### src/rtl/dmem_port_arbiter.sv
`default_nettype none
// ============================================================================
// Module   : dmem_port_arbiter
// Brief    : Shares one data-memory port between operand-fetch reads and
//            write-back stores; write priority bounded by a starvation count.
// Revision : 1.0 - initial release
// ============================================================================
module dmem_port_arbiter #(
    parameter int DDATAW = 64,
    parameter int DSIZEW = 4,
    parameter int DADDRW = 32,
    parameter int STARVE = 4
) (
    input  logic              clk,
    input  logic              reset,
    input  logic              flush,
    input  logic              r_valid,
    output logic              r_ready,
    input  logic [DADDRW-1:0] r_address,
    output logic              r_dp_valid,
    input  logic              r_dp_ready,
    output logic [DDATAW-1:0] r_dp_read_data,
    input  logic              w_valid,
    output logic              w_ready,
    input  logic [DADDRW-1:0] w_address,
    input  logic [DDATAW-1:0] w_wr_data,
    input  logic [DSIZEW-1:0] w_wr_size,
    output logic              m_valid,
    input  logic              m_ready,
    output logic [DADDRW-1:0] m_address,
    output logic              m_wr_en,
    output logic [DDATAW-1:0] m_wr_data,
    output logic [DSIZEW-1:0] m_wr_size,
    input  logic              m_dp_valid,
    output logic              m_dp_ready,
    input  logic [DDATAW-1:0] m_dp_read_data
);

    localparam logic [2:0] c_idle    = 3'd0;
    localparam logic [2:0] c_rd_addr = 3'd1;
    localparam logic [2:0] c_rd_data = 3'd2;
    localparam logic [2:0] c_drain   = 3'd3;
    localparam logic [2:0] c_wr_addr = 3'd4;

    localparam logic [2:0] c_starve  = 3'(STARVE);

    logic [2:0] r_state;
    logic [2:0] r_starve_cnt;

    logic w_rq;
    logic w_grant_wr;

    assign w_rq       = r_valid & ~flush;
    // A write may jump a waiting read only until the read has been passed over STARVE times.
    assign w_grant_wr = w_valid & (~w_rq | (r_starve_cnt < c_starve));

    always_ff @(posedge clk) begin
        if (reset) begin
            r_state      <= c_idle;
            r_starve_cnt <= 3'd0;
        end else begin
            case (r_state)
                c_idle: begin
                    if (w_grant_wr) begin
                        r_state <= c_wr_addr;
                        if (w_rq && (r_starve_cnt != c_starve)) begin
                            r_starve_cnt <= r_starve_cnt + 3'd1;
                        end
                    end else if (w_rq) begin
                        r_state      <= c_rd_addr;
                        r_starve_cnt <= 3'd0;
                    end
                end
                c_wr_addr: begin
                    if (!w_valid || m_ready) begin
                        r_state <= c_idle;
                    end
                end
                c_rd_addr: begin
                    if (flush || !r_valid) begin
                        r_state <= c_idle;
                    end else if (m_ready) begin
                        r_state <= c_rd_data;
                    end
                end
                c_rd_data: begin
                    if (m_dp_valid && (r_dp_ready || flush)) begin
                        r_state <= c_idle;
                    end else if (flush) begin
                        r_state <= c_drain;
                    end
                end
                c_drain: begin
                    if (m_dp_valid) begin
                        r_state <= c_idle;
                    end
                end
                default: begin
                    r_state <= c_idle;
                end
            endcase
        end
    end

    assign r_dp_read_data = m_dp_read_data;

    always_comb begin
        r_ready    = 1'b0;
        w_ready    = 1'b0;
        r_dp_valid = 1'b0;
        m_valid    = 1'b0;
        m_address  = '0;
        m_wr_en    = 1'b0;
        m_wr_data  = '0;
        m_wr_size  = '0;
        m_dp_ready = 1'b0;
        case (r_state)
            c_wr_addr: begin
                m_valid   = w_valid;
                m_wr_en   = 1'b1;
                m_address = w_address;
                m_wr_data = w_wr_data;
                m_wr_size = w_wr_size;
                w_ready   = m_ready;
            end
            c_rd_addr: begin
                m_valid   = r_valid & ~flush;
                m_address = r_address;
                r_ready   = m_ready & ~flush;
            end
            c_rd_data: begin
                r_dp_valid = m_dp_valid & ~flush;
                m_dp_ready = r_dp_ready | flush;
            end
            c_drain: begin
                m_dp_ready = 1'b1;
            end
            default: begin
            end
        endcase
    end

endmodule
`default_nettype wire

### config.mk
export PLATFORM = sky130hd
export DESIGN_NAME = dmem_port_arbiter
export DESIGN_NICKNAME = d
export VERILOG_FILES = /design/src/rtl/dmem_port_arbiter.sv
export SDC_FILE = /design/constraint.sdc
export NUM_CORES = 1
export LEC_CHECK = 0
export CAP_MARGIN = 0
export CORE_AREA = 2 2 146 148
export CTS_BUF_LIST = sky130_fd_sc_hd__clkbuf_4
export CTS_CLUSTER_DIAMETER = 120
export DETAILED_ROUTE_END_ITERATION = 8
export DIE_AREA = 0 0 148 150
export SYNTH_ARGS = -nofsm -noshare
export SYNTH_HDL_FRONTEND = slang
export SYNTH_SLANG_ARGS = --single-unit
### constraint.sdc
create_clock -name clk -period 1.65 [get_ports clk]
set_input_delay 0.33 -clock clk [delete_from_list [all_inputs] [get_ports clk]]
set_output_delay 0.33 -clock clk [all_outputs]
set_load 0.01 [all_outputs]
# [After elaboration in Yosys (flattened, before gate mapping)]
# Index checks and enable logic that the tools add are counted.
[classes] bitwise=8 shift=0 addsub=1 mul=0 order_cmp=1 n_reduce_logical=11 n_mux=21 div=0 n_eq_ne=11
[op_table] operator="$mux 64" n=1
[op_table] operator="$pmux 32 s2" n=1
[op_table] operator="$mux 3" n=11
[op_table] operator="$pmux 3 s5" n=1
[op_table] operator="$ne 3x3->1 const B" n=4
[op_table] operator="$eq 3x2->1 const B" n=2
[op_table] operator="$reduce_and 5->1" n=1
[op_table] operator="$and 1x1->1" n=4
[op_table] operator="$mux 1" n=4
[op_table] operator="$mux 4" n=1
[op_table] operator="$ne 2x2->1 const B" n=2
[op_table] operator="$pmux 1 s2" n=2
[op_table] operator="$add 3x1->3 const B" n=1
[op_table] operator="$eq 3x1->1 const B" n=1
[op_table] operator="$eq 3x3->1 const B" n=1
[op_table] operator="$logic_not 3->1" n=1
[op_table] operator="$logic_or 1x1->1" n=3
[op_table] operator="$lt 3x3->1 const B" n=1
[op_table] operator="$reduce_and 3->1" n=1
[op_table] operator="$logic_and 1x1->1" n=2
[op_table] operator="$logic_not 1->1" n=2
[op_table] operator="$ne 2x1->1 const B" n=1
[op_table] operator="$not 1->1" n=2
[op_table] operator="$or 1x1->1" n=2
[op_table] operator="$reduce_bool 2->1" n=1
[word_totals] ramBits=0 output_inout_bits=170 in_bits=204 latchBits=0 mem_count=0 rom_bits=0 regBits=6 word_cells=55

# [Depth between registers and ports, before layout]
[depth] word_depth=7 depth_mapped=5 ltp_nobuf=4

# [Least setup slack after synthesis]
# No wires, ideal clock.
[synth_timing] path_kind="flip-flop to output port" start="register r_state[0]" end="output m_address[1]" t_required_ns=1.320 path_stages_with_launch=6 slack_ns=-0.031 arrival_ns=1.351 path_buffers=3 path_cell_list="dfxtp_1 buf_4 nor3b_2 clkbuf_1 buf_2 a22o_1"
[synth_between] elab_chain_cells=2 word_cells_on_any_way=3 cone_classes="eq/ne: 2; mux: 1"
[synth_rtl] element="start: declaration" line="47" text="logic [2:0] r_state;"
[synth_rtl] element="start signal: assignment" line="59" text="r_state <= c_idle;"
[synth_rtl] element="start signal: assignment" line="65" text="r_state <= c_wr_addr;"
[synth_rtl] element="start signal: assignment" line="70" text="r_state <= c_rd_addr;"
[synth_rtl] element="$eq 3x1->1 / $eq 3x3->1 (equally long branches)" line="117" text="case (r_state)"
[synth_rtl] element="$pmux 32 s2 *" line="117"
[synth_rtl] element="end: declaration" line="30" text="output logic [DADDRW-1:0] m_address,"
# Mark *: on every way between the ends. The rest lies on a longest branch, timed or not.

# [Final worst setup path]
[layout_timing] start="register r_state[2]" end="output m_address[10]"
# Same word-level chain as after synthesis.

==> flow_summary.json <==
{
  "die_x_um": 148,
  "nets": 663,
  "crit_fanout": 8,
  "ys_types": 31,
  "required_ns": 1.32,
  "numCtsBuffers": 3,
  "rsz0062_at_grt": "true",
  "clock_latency_ns": 0.24,
  "internal_power_mw": 1.13,
  "clkSinkCount": 6,
  "drtIter0Drc": 67,
  "htree_levels": 1,
  "die_y_um": 150,
  "drc": 0,
  "multiInputGateArea_sq_mm": 0.00116,
  "num-fill-cells": 2345,
  "syn_area_sq_mm": 0.00169,
  "clock_skew_ns": 0.00202,
  "p_per_area_mw_per_mm2": 380,
  "drt-total-wl_mm": 11.2,
  "grt_max_degree": 21,
  "whs_ns": 0.470,
  "gr-usage-all-layers_pct": 8.58,
  "antenna_found_initial": 2,
  "drive_gt1_share_pct": 42.9,
  "ant_nets": 0,
  "ys_ff_latch": 6,
  "p_sw_mw": 0.582,
  "p_seq_share_pct": 9.3,
  "syn_inst": 235,
  "worst_hold_path_type": "reg2reg",
  "die-area_sq_mm": 0.0222,
  "wl_per_cell_um": 15.3,
  "synth_top_cell_by_area": "buf_4",
  "io_pins": 374,
  "violations": "negative setup slack",
  "fin_util_pct": 21.7,
  "yosys_warnings": 0,
  "leakage_nw": 2.07,
  "vias": 2459,
  "vdd_drop_max_uv": 243,
  "rows": 53,
  "clock_path_buffers": 2,
  "finalMaxSlewViolations": 0,
  "maxCapViolations": 0,
  "startpoint_type": "flop",
  "end_kind": "primary output",
  "clockPowerShare_pct": 8.1,
  "outcome": "complete, but fails checks",
  "start_util_pct": 8.16,
  "p_sw_share_pct": 34.0,
  "clockRootBuffer": "clkbuf_4",
  "final-hold-violation-count": 0,
  "cts_hold_repair.buffers": 0,
  "worstSetupPathType": "reg2out",
  "pwr-share-comb_pct": 82.6,
  "clk_pin_slew_ns": 0.05,
  "port_buffers": 245,
  "seqCellArea_sq_um": 129,
  "grt_pass1_wl_mm": 14.5,
  "yosysTopAreaCellShare_pct": 28.9,
  "arrival_ns": 1.64,
  "netlist_top_cells_area": "buf_4, and2_1, a22o_1",
  "post-route-min-period_ns": 1.97,
  "finalPower_mw": 1.71,
  "syn_to_final_growth_pct": 166,
  "slew_headroom_pct": 73.0,
  "grt_overflow": 0,
  "dp_cells": 698,
  "fin_ws_ns": -0.320,
  "setup_viol": 106,
  "synth_area_per_cell_sq_um": 7.19,
  "drtPass1Iterations": 4,
  "syn_nets": 441,
  "max_freq_mhz": 508,
  "finalCritPeriodShare_pct": 119,
  "core_sq_mm": 0.0207,
  "grt_pass1_vias": 2409,
  "layoutNonFillerInstCount": 732,
  "viasPerCell": 3.36,
  "place_hpwl_mm": 7.92,
  "cts_tree": "done",
  "gp_congestion": 0.697,
  "seq_area_frac_synth_pct": 7.11,
  "worst_slew_pin_slew_ns": 0.404
}
## layout make-up
type | count | area share (%)
Timing Repair Buffer | 296 | 62.8
Antenna cell | 2 | 0.111
Inverter | 3 | 0.250
Sequential cell | 6 | 2.87
Multi-Input combinational cell | 147 | 25.8
Clock buffer | 3 | 0.501
Tap cell | 275 | 7.65
## power groups by stage
stage	Sequential, mW	Clock (mW)	Combinational (mW)
2_1_floorplan	0.160	0	0.529
3_3_place_gp	0.161	0	1.19
3_5_place_dp	0.161	0	1.19
4_1_cts	0.158	0.147	1.35
5_1_grt	0.160	0.155	1.50
6_report	0.160	0.138	1.41
## timing repair
item,in CTS,in global routing
cloned,7,4
pin swaps,35,16
setup buffers,16,7
endpoints found under the setup margin,108,107
gates resized for setup,500,27
## cell usage in the layout, fill, tap and decap left out, drive strengths merged
cell type	n
clkbuf	9
o21a	1
a22o	32
nor3b	3
buf	151
and3	2
nand3b	2
nor4bb	1
dlygate4sd2	2
inv	3
clkdlybuf4s50	137
nor3	3
diode	2
nand3	2
nor2b	2
o31a	1
o31ai	1
a2111oi	1
nand2b	1
and2	71
o21ai	2
and3b	1
nor2	6
a21oi	4
ha	2
a21o	1
o21ba	1
or3	1
a32oi	1
nand2	4
a2111o	1
dfxtp	6
## per-stage QoR
stage               setup WS (ns)  TNS, ns  area (sq um)
floorplan                  0.0529        0          1690
global placement           -0.645   -36.90          4160
detailed placement         -0.654   -37.49          4160
CTS                        -0.343   -23.92          4310
global route               -0.381   -30.99          4490
finish                     -0.320   -22.05          4500
## worst paths after layout
check             slack (ns)  cells after the start            start         endpoint
setup reg to reg       -0.07                      6       r_state[2]       r_state[0]
hold reg to reg         0.47                      2  r_starve_cnt[1]  r_starve_cnt[1]
hold / removal          0.47                      2  r_starve_cnt[1]  r_starve_cnt[1]
setup / recovery       -0.32                      8       r_state[2]    m_address[10]
## cells in the mapped netlist
library cell,n
a22o_1,32
nor3b_1,1
a21oi_1,4
or3_1,1
nor2b_1,2
nand2b_1,1
a2111oi_0,1
nor3b_2,2
buf_4,65
nor2_1,6
ha_1,2
a21o_1,1
nand2_1,4
o21ba_1,1
clkbuf_1,13
and2_1,71
o31a_1,1
o21ai_0,2
and3b_1,1
buf_2,1
inv_1,3
o21a_1,1
a32oi_1,1
a2111o_1,1
dfxtp_1,6
and3_1,2
nand3b_1,2
nor3_1,3
nand3_1,2
o31ai_1,1
nor4bb_1,1
## worst max-delay path, cell delays in order (launching register included)
cell	delay, ns
dfxtp_2	0.32
nor3b_4	0.15
buf_6	0.11
buf_8	0.11
buf_12	0.12
buf_12	0.13
buf_16	0.13
a22o_1	0.19
buf_2	0.13
## routing by layer
metal	track usage (%)	vias to the layer above	routed length (um)
met4	3.33	0	437
met2	13.5	142	5110
met5	0	-	0
met1	11.0	1101	4690
li1	-	1172	-
met3	2.62	44	937
## flip-flops by register name, summed over array words and instances (netlist names)
name,count
r_starve_cnt,3
r_state,3
## cell families (layout without fill, tap and decap cells)
family                     count (synthesis)  in the layout  synth area share [%]
and+or+nand+nor                           99             99                  36.1
other                                      0              2                     0
adders and majority gates                  2              2                  1.48
DFF                                        6              6                  7.11
AOI/OAI and AO/OA                         46             46                  22.5
buffers and inverters                     82            302                  32.7
(Power assumes the default switching activity.)
